`config.mk`:
```
export PLATFORM = sky130hd
export DESIGN_NAME = asm_acc_stage
export DESIGN_NICKNAME = d
export VERILOG_FILES = /design/src/rtl/asm_acc_stage.sv
export SDC_FILE = /design/constraint.sdc
export NUM_CORES = 1
export LEC_CHECK = 0
export ABC_AREA = 1
export CAP_MARGIN = 0
export CORE_ASPECT_RATIO = 0.75
export CORE_MARGIN = 2
export CORE_UTILIZATION = 50
export DETAILED_ROUTE_END_ITERATION = 6
export PLACE_DENSITY = 0.78
export SYNTH_ARGS = -nofsm -noshare
export SYNTH_HDL_FRONTEND = slang
export SYNTH_SLANG_ARGS = --single-unit
```
`constraint.sdc`:
```
create_clock -name clk -period 2 [get_ports clk]
set_input_delay 0.4 -clock clk [delete_from_list [all_inputs] [get_ports clk]]
set_output_delay 0.4 -clock clk [all_outputs]
set_load 0.01 [all_outputs]
```
`src/rtl/asm_acc_stage.sv`:
```
// asm_acc_stage: sums a variable-length vector of unsigned products into one result.
// Build option ASM_ACC_SAT_EN: clamp the sum on overflow instead of wrapping.
module asm_acc_stage #(
  parameter int WIDTH     = 32,
  parameter int ACC_WIDTH = 2*WIDTH+8,
  parameter int MAX_TERMS = 256,
  parameter int CNT_WIDTH = $clog2(MAX_TERMS+1)
) (
  input  logic                 clk,
  input  logic                 rst_n,
  input  logic                 prod_valid,
  output logic                 prod_ready,
  input  logic [2*WIDTH-1:0]   prod_data,
  input  logic                 prod_first,
  input  logic                 prod_last,
  output logic                 acc_valid,
  input  logic                 acc_ready,
  output logic [ACC_WIDTH-1:0] acc_data,
  output logic [CNT_WIDTH-1:0] acc_count,
  output logic                 acc_ovf,
  output logic                 acc_trunc
);

  typedef enum logic [1:0] {
    IDLE,
    ACCUM,
    HOLD
  } state_e;

  localparam logic [CNT_WIDTH-1:0] MAX_C = CNT_WIDTH'(MAX_TERMS);
  localparam logic [CNT_WIDTH-1:0] ONE_C = CNT_WIDTH'(1);

  state_e               state_q, state_d;
  logic [ACC_WIDTH-1:0] sum_q, sum_d;
  logic [CNT_WIDTH-1:0] cnt_q, cnt_d;
  logic                 ovf_q, ovf_d;
  logic                 trunc_q, trunc_d;

  logic [ACC_WIDTH-1:0] prod_z;
  logic [ACC_WIDTH:0]   add_w;
  logic                 beat;
  logic                 load;
  logic                 full;

  assign prod_z = ACC_WIDTH'(prod_data);
  assign add_w  = {1'b0, sum_q} + {1'b0, prod_z};
  assign beat   = prod_valid & (state_q != HOLD);
  assign load   = (state_q == IDLE) | prod_first;

  // Next-state: load/add on accepted beats, close into HOLD, drain on acc_ready.
  always_comb begin
    state_d = state_q;
    sum_d   = sum_q;
    cnt_d   = cnt_q;
    ovf_d   = ovf_q;
    trunc_d = trunc_q;
    full    = 1'b0;
    unique case (state_q)
      IDLE, ACCUM: begin
        if (beat) begin
          if (load) begin
            sum_d = prod_z;
            cnt_d = ONE_C;
            ovf_d = 1'b0;
          end else begin
            cnt_d = cnt_q + ONE_C;
            ovf_d = ovf_q | add_w[ACC_WIDTH];
`ifdef ASM_ACC_SAT_EN
            sum_d = add_w[ACC_WIDTH] ? {ACC_WIDTH{1'b1}}
                                     : add_w[ACC_WIDTH-1:0];
`else
            sum_d = add_w[ACC_WIDTH-1:0];
`endif
          end
          full    = (cnt_d == MAX_C);
          trunc_d = full & ~prod_last;
          state_d = (prod_last | full) ? HOLD : ACCUM;
        end
      end
      HOLD: begin
        if (acc_ready) state_d = IDLE;
      end
      default: state_d = IDLE;
    endcase
  end

  // State and result registers with synchronous active-low reset.
  always_ff @(posedge clk) begin
    if (!rst_n) begin
      state_q <= IDLE;
      sum_q   <= '0;
      cnt_q   <= '0;
      ovf_q   <= 1'b0;
      trunc_q <= 1'b0;
    end else begin
      state_q <= state_d;
      sum_q   <= sum_d;
      cnt_q   <= cnt_d;
      ovf_q   <= ovf_d;
      trunc_q <= trunc_d;
    end
  end

  assign prod_ready = (state_q != HOLD);
  assign acc_valid  = (state_q == HOLD);
  assign acc_data   = sum_q;
  assign acc_count  = cnt_q;
  assign acc_ovf    = ovf_q;
  assign acc_trunc  = trunc_q;

endmodule

```
==> results of run 1 <==
[timing repair]
item | CTS
endpoints found under the hold margin | 0
pin swaps | 121
resized for setup | 473
setup endpoints to repair | 68
buffers inserted | 26
[metal layers]
layer / overflow / GRT usage (%)
met1: 0 / 77.2
met2: 10 / 93.1
met3: 0 / 60.1
met4: 11 / 76.7
met5: 0 / 23.6
[cell families after synthesis]
kind of cell / count (synthesis) / share of synthesized area [%]
and+or+nand+nor: 1134 / 45.4
buffers and inverters: 423 / 15.8
AOI/OAI and AO/OA: 216 / 11.3
DFF: 85 / 16.8
adders and majority gates: 66 / 8.23
xor gates and xnor gates: 29 / 2.51
[per-stage QoR]
step / cell area (sq um) / setup TNS (ns) / cells
after floorplan: 10100 / 0 / 1953
after global placement: 14100 / -46.67 / 2613
after detailed placement: 14100 / -50.46 / 2613
after CTS: 16400 / -2.00 / 2655
==> out/metrics.cfg, run 1 <==
[yosys]
synth_commonest_cells=754 x nand2_1, 377 x inv_1, 207 x nor2_1, 145 x a21oi_1, 90 x nand3_1
synth.largest_area_cell=nand2_1
synth-edff-count=0
ys.flop_type=dfxtp_1
syn_area_sq_um=10100
yosysTopAreaCellShare_pct=27.9
netlist_top_cells_area=nand2_1 28%, dfxtp_1 17%, inv_1 14%, ha_1 8.0%, nor2_1 7.7%
post-synth-top-count-cell=nand2_1
ys_seq_area_share_pct=16.8
synth_cell_types=39
yosys_warnings=0
synthArstFlopShare_pct=0
syn_avg_cell_area_sq_um=5.19
syn-num-nets=2089
syn-instance-count=1953
ys_ff_latch=85

[floorplan]
die_w_microns=168
fp.dieH_microns=127
top_level_ports=155
num_rows=45
start_util_pct=50.5

[outcome]
lastStage=5_1_grt
status=stopped before the end
tool.error=[ERROR GRT-0232] Routing congestion too high. Check the congestion heatmap in the GUI.

[timing]
worstEpCategory=sequential cell input
worstEndpointGrtRepair=acc_data[24]$_SDFFE_PN0P_/D

[placement]
hpwl_microns=34700
port-buffer-count=154
place_ws_ns=-1.09
routabilityCongestion=1.00

[grt]
overflow=21
grt_max_degree=46
grt_usage_pct=76.3

[clock_tree]
cts-htree-levels=3
cts_made_buffers=9
cts_root_buf=clkbuf_16
holdBufCountCts=0
clk_path_buf_depth=2
numClockSinks=85

==> inputs of run 2 (changes only) <==
Settings changed: CORE_ASPECT_RATIO 0.75 to not set, CORE_UTILIZATION 50 to 35, PLACE_DENSITY 0.78 to not set, PLACE_DENSITY_LB_ADDON set to 0.15.
Clock period 2 ns to 2.6 ns, I/O delays scaled along.
==> out/metrics.cfg, run 2 <==
[outcome]
status=finished, final reports clean

[timing]
timing.final.ws_setup_ns=0.0506
tightest_slew_ns=0.422
rsz0062_at_grt=true
fin_tns_setup_ns=0
min_period_ns=2.55
hold_viol=0
slew_violations=0
post-route-period-util_pct=98.1
worst_clock_skew_ns=0.0113
slew_headroom_pct=71.6
max_freq_ghz=0.392
setup_violations=0

[drt]
route.antenna.remaining_nets=0
first_iter_violations=774
wirelength_microns=41000
drc=0
wl_per_cell_microns=15.2
dr_total_vias=12600
firstDrtPassIters=5
via_per_inst=4.66

[power_and_ir_drop]
swShare_pct=40.4
combinationalPowerShare_pct=49.6
powerDensity_nw_per_um2=373
p_int_uw=3310
power_switching_uw=2250
pwr-share-clk_pct=23.6
ir_drop_v=0.000269
leakagePower_uw=0.00771
pwr-share-seq_pct=26.8

[final_layout]
finalNetCount=2454
fin_util_pct=52.2
diodes=0
area_growth_pct=47.4
largest_reg_flops=72
drive_gt1_share_pct=18.2
fillCellCount=3021
layout_commonest_cell=nand2_1
final_cell_mix=730 x nand2_1, 372 x inv_1, 232 x buf_4, 181 x nor2_1, 141 x clkdlybuf4s50_1
design_area_sq_um=14900

[yosys]
synthArstFlopShare_pct=0  ; unchanged
syn-instance-count=1953  ; unchanged
yosysTopAreaCellShare_pct=27.9  ; unchanged
syn_avg_cell_area_sq_um=5.19  ; unchanged
synth-edff-count=0  ; unchanged
yosys_warnings=0  ; unchanged
synth_commonest_cells=754 x nand2_1, 377 x inv_1, 207 x nor2_1, 145 x a21oi_1, 90 x nand3_1
synth.largest_area_cell=nand2_1
syn-num-nets=2089  ; unchanged
ys_seq_area_share_pct=16.8  ; unchanged
ys_ff_latch=85  ; unchanged
ys.flop_type=dfxtp_1
post-synth-top-count-cell=nand2_1
netlist_top_cells_area=nand2_1 28%, dfxtp_1 17%, inv_1 14%, ha_1 8.0%, nor2_1 7.7%
synth_cell_types=39  ; unchanged
syn_area_sq_um=10100  ; unchanged

[worst_setup_path]
crit_path_top_delay_cell=clkdlybuf4s50_1
critPathTopFamily=simple AND/OR/NAND/NOR gates
critPathKind=in2reg
r2r_end=acc_data[66]
max_stage_delay_ns=0.43
r2r_cells=18
crit_arrival_ns=2.84
cp.required_ns=2.89
cp-start-kind=input port
crit_top_cell=nand2_1
r2r_slack_ns=0.31
critPathMaxFanout=4
end_kind=flop
r2r_start=acc_data[3]
crit_buf_inv=3
crit_chain=clkdlybuf4s50_1, ha_1, buf_4, nand2_1, nand2_1, nand2_1, nand3_4, nand2_1, nand2_2, buf_4, nand2_1, nand2_2, nand2_1, nand2_1, nand2_1, nand2_1, nand2_1, nand2_1, a21oi_1

[placement]
place_ws_ns=-0.453  ; +0.634 ns
port-buffer-count=154  ; unchanged
placed_area_sq_um=13800  ; -2.1%
routabilityCongestion=0.947  ; -5.5%
hpwl_microns=33400  ; -3.6%

[grt]
grt_first_pass_wirelength_microns=62600
grt_pass1_vias=11600
grt_max_degree=83
grt_usage_pct=26.4
grt_antenna_before_repair=1
overflow=0

[min_path]
hp-class=reg2reg
holdPathEnd=acc_trunc
min_path_cells=2
hold_start=acc_trunc

[floorplan]
top_level_ports=155  ; unchanged
fp.coreArea_sq_um=28600
die_w_microns=174  ; +3.4%
num_rows=62  ; +38%
fp.dieH_microns=174  ; +37%
die_area_sq_um=30300
start_util_pct=35.4  ; -15 points

[clock_tree]
numClockSinks=85  ; unchanged
clock_latency_ns=0.36
cts_root_buf=clkbuf_16
cts_tree=built
holdBufCountCts=0  ; unchanged
cts_made_buffers=9  ; unchanged
clk_path_buf_depth=2  ; unchanged
cts-htree-levels=3  ; unchanged
path_clk_slew_ns=0.07

[job]
drv_cap=0

-- run 2: cell counts after synthesis --
No cell type changed its count.
-- run 2: worst reg2reg max path: stages, from the launching register on --
cell and delay [ns]:
dfxtp_1 0.33, ha_1 0.32, buf_4 0.16, nand2_1 0.09, nand2_1 0.07, nand2_1 0.10
nand3_4 0.11, nand2_1 0.09, nand2_2 0.10, buf_4 0.14, nand2_1 0.06, nand2_2 0.07
nand2_1 0.08, nand2_1 0.08, nand2_1 0.10, nand2_1 0.08, nand2_1 0.07, nand2_1 0.04
a21oi_1 0.12
-- run 2: power by group through the flow --
stage	clock network, uW	registers (uW)	logic [uW]
global placement	0	1500	2540
detailed placement	0	1500	2540
global route	1410	1510	3050
CTS	1360	1470	2560
floorplan	0	1530	1290
finish	1310	1490	2760
-- run 2: through the flow --
| stage | power (uW) | hold WS [ns] | std cells |
|---|---|---|---|
| 4_1_cts | 5390 | 0.477 | 2701 |
| 6_report | 5560 | 0.471 | 2706 |
| 3_5_place_dp | 4040 | 0.464 | 2685 |
| 5_1_grt | 5960 | 0.493 | 2706 |
| 3_3_place_gp | 4040 | 0.463 | 2685 |
| 2_1_floorplan | 2820 | 0.490 | 1953 |
-- run 2: logic make-up (layout without fill, tap and decap cells) --
family	Yosys count	count (layout)	synth area share, %
AOI/OAI and AO/OA	216	216	11.3
xor gates and xnor gates	29	29	2.51
adders and majority gates	66	66	8.23
buffers and inverters	423	792	15.8
DFF	85	85	16.8
and+or+nand+nor	1134	1134	45.4
-- run 2: how the worst max path moves through the flow --
stage / from / to / depth (start not counted) / slack, ns
floorplan: prod_data[0] / acc_data[64] / 17 / 0.38
global placement: prod_data[56] / acc_data[67] / 13 / -0.46
detailed placement: prod_data[0] / acc_data[58] / 17 / -0.45
CTS: prod_data[0] / acc_data[60] / 17 / 0.00001
global route: prod_data[21] / acc_data[70] / 16 / -0.03
finish: prod_data[3] / acc_data[66] / 19 / 0.05
-- run 2: area by class of cell --
type	instances	area [sq um]	share of cell area, %
clock buffers	11	243	1.63
clock inverters	4	25.0	0.168
inverters	385	1450	9.68
multi-input cells	1445	7600	50.9
flip-flops and latches	85	1700	11.4
well taps	384	480	3.22
repair buffers	392	3440	23.0
-- run 2: what timing repair did --
action                                  CTS  global route
pin swaps                                 1            18
buffers inserted                          1             5
endpoints found under the setup margin    7            51
resized for setup                         6           140
-- run 2: metal layers --
metal / global-route usage (%) / routed length [microns] / vias up
met5: 0 / 0 / -
met4: 6.83 / 803 / 0
met3: 3.41 / 2260 / 32
met2: 41.6 / 17900 / 312
met1: 37.7 / 20100 / 5619
li1: - / - / 6656
No activity file was read; power rests on OpenSTA's default activity.
==> inputs of run 3 (changes only) <==
Settings changed: ABC_AREA 1 to not set.
==> out/metrics.cfg, run 3 <==
[clock_tree]
path_clk_slew_ns=0.08  ; about the same
cts_root_buf=clkbuf_16
cts_tree=built
cts_made_buffers=9  ; unchanged
cts-htree-levels=3  ; unchanged
numClockSinks=85  ; unchanged
clk_path_buf_depth=2  ; unchanged
clock_latency_ns=0.36  ; about the same

[floorplan]
start_util_pct=35.4  ; about the same
die_w_microns=152  ; -13%
fp.coreArea_sq_um=21700  ; -24%
num_rows=54  ; -13%
fp.dieH_microns=152  ; -13%
top_level_ports=155  ; unchanged
die_area_sq_um=23100  ; -24%

[power_and_ir_drop]
leakagePower_uw=0.00565  ; -27%
finalPower_uw=5930  ; +6.6%
powerDensity_nw_per_um2=447  ; +20%
ir_drop_v=0.000296  ; +10%

[worst_setup_path]
r2r_cells=14  ; -4
crit_path_top_delay_cell=fa_2
critPathKind=reg2reg
crit_arrival_ns=3.56  ; +0.72 ns
crit_chain=ha_4, inv_2, fa_2, and2b_1, o31a_1, a41oi_2, o211a_4, a211oi_4, o21bai_4, a2111oi_4, buf_4, o211ai_4, a2111o_1, o21ai_1
worstSetupStartpoint=acc_data[0]
cp.required_ns=2.90  ; about the same
cp-start-kind=flop
r2r_start=acc_data[0]
max_stage_delay_ns=0.39  ; -0.04 ns
critPathMaxFanout=7  ; +3
end_kind=flop

[min_path]
min_path_cells=3  ; +1
hp-class=in2reg
hold_start=prod_data[9]

[yosys]
syn-instance-count=1063  ; -46%
syn-num-nets=1199  ; -43%
synth.largest_area_cell=dfxtp_1
syn_area_sq_um=7670  ; -24%
yosysTopAreaCellShare_pct=22.2  ; -5.8 points
synth_commonest_cells=169 x nand2_1, 124 x a21oi_1, 88 x nor2_1, 85 x dfxtp_1, 79 x o21ai_0
synth_cell_types=71  ; +82%
synthArstFlopShare_pct=0  ; unchanged
netlist_top_cells_area=dfxtp_1 22%, ha_1 11%, nand2_1 8.3%, a21oi_1 8.1%, o21ai_0 5.2%
ys_seq_area_share_pct=22.2  ; +5.4 points
ys.flop_type=dfxtp_1
post-synth-top-count-cell=nand2_1
yosys_warnings=0  ; unchanged
ys_ff_latch=85  ; unchanged
synth-edff-count=0  ; unchanged
syn_avg_cell_area_sq_um=7.22  ; +39%

[drt]
drc=0  ; unchanged
route.antenna.remaining_nets=0  ; unchanged
dr_total_vias=9524  ; -25%
firstDrtPassIters=5  ; unchanged
wirelength_microns=29500  ; -28%
first_iter_violations=522  ; -33%
wl_per_cell_microns=16.7  ; +10%
via_per_inst=5.40  ; +16%

[timing]
slew_violations=0  ; unchanged
setup_violations=46  ; +46
worst_clock_skew_ns=0.0135  ; +0.00223 ns
hold_viol=0  ; unchanged
whs_ns=0.449  ; -0.0220 ns
tightest_slew_ns=0.578  ; +0.157 ns
max_freq_ghz=0.307  ; -22%
rsz0062_at_grt=true
min_period_ns=3.26  ; +0.708 ns
timing.final.ws_setup_ns=-0.658  ; -0.708 ns
post-route-period-util_pct=125  ; +27 points
slew_headroom_pct=61.1  ; -11 points

[grt]
grt_usage_pct=24.6  ; -1.7 points
overflow=0  ; unchanged
grt_max_degree=41  ; -51%
grt_first_pass_wirelength_microns=47500  ; -24%
grt_antenna_before_repair=0  ; -1
grt_pass1_vias=9277  ; -20%

[final_layout]
drive_gt1_share_pct=34.9  ; +17 points
largest_reg_flops=72  ; unchanged
diodes=0  ; unchanged
finalNetCount=1616  ; -34%
final_cell_mix=280 x buf_4, 156 x nand2_1, 117 x clkdlybuf4s50_1, 92 x a21oi_1, 82 x nor2_1
area_growth_pct=72.9
layout_commonest_cell=buf_4

[placement]
place_ws_ns=-1.41  ; -0.957 ns
hpwl_microns=21600  ; -36%
routabilityCongestion=0.913  ; -3.6%
port-buffer-count=154  ; unchanged

[job]
drv_cap=0  ; unchanged

[outcome]
violations=setup timing
status=finished with violations

[run 3: cell types whose count changed after synthesis, sizes merged, moves of 39 or more]
cell and change:
inv -364, nand2 -604, nor2 -136, o21ai +39, nand3 -79
[run 3: through the flow]
step                      cell area [sq um]  setup TNS, ns  std cells  util (%)
final                                 13300         -13.24       1765      61.2
after global routing                  13300         -19.34       1765      61.2
after CTS                             12800         -13.12       1756      58.9
after detailed placement              11700         -57.97       1716      54.0
after global placement                11700         -56.60       1716      54.0
after floorplan                        7940          -5.47       1063         -
[run 3: final timing paths]
path	end	slack, ns
setup / recovery	acc_data[66]	-0.66
hold reg to reg	acc_ovf	0.48
setup reg to reg	acc_data[66]	-0.66
hold / removal	acc_data[9]	0.45
[run 3: cell type report]
type,count,area [sq um]
fillers,1939,8420
multi-input cells,896,6830
repair buffers,469,4020
flip-flops and latches,85,1710
well taps,280,350
clock buffers,9,225
inverters,19,71.3
clock inverters,7,66.3
[run 3: repair_timing]
item / in CTS / in global routing
hold buffers: 0 / 0
gates resized for setup: 194 / 89
pin swaps: 75 / 78
gates cloned: 1 / 0
buffers inserted: 24 / 16
endpoints found under the setup margin: 65 / 58
[run 3: worst max-delay path: cells and delay by family, from the launching register on]
family	cells	cell delay (ns)
compound gates	9	1.86
fa+ha+maj	2	0.52
buf+inv	2	0.24
flops	1	0.35
simple gates	1	0.22
[run 3: layer usage]
| layer | global-route usage [%] | part of all wire [%] | vias to the layer above | routed length (microns) |
|---|---|---|---|---|
| li1 | - | - | 4750 | - |
| met1 | 35.2 | 49 | 4565 | 14400 |
| met2 | 40.1 | 47 | 191 | 13900 |
| met3 | 2.42 | 3.4 | 18 | 999 |
| met4 | 5.65 | 0.98 | 0 | 289 |
| met5 | 0 | 0 | - | 0 |
[run 3: cells by family after synthesis]
group / after synthesis / share of synthesized area (%)
multiplexers: 3 / 0.391
XOR/XNOR: 56 / 6.39
adder cells (fa/ha/maj): 66 / 10.9
buffers and inverters: 82 / 4.06
flip-flops: 85 / 22.2
AND/OR/NAND/NOR: 392 / 23.7
AO/OA/AOI/OAI: 379 / 32.5
[run 3: power breakdown]
group          total [uW]  internal [uW]  switching, uW  leakage, uW
Combinational        3100           1620           1480      0.00481
Clock                1340            675            666     0.000138
Sequential           1480           1400           84.9     0.000703
Total                5930           3690           2230      0.00565
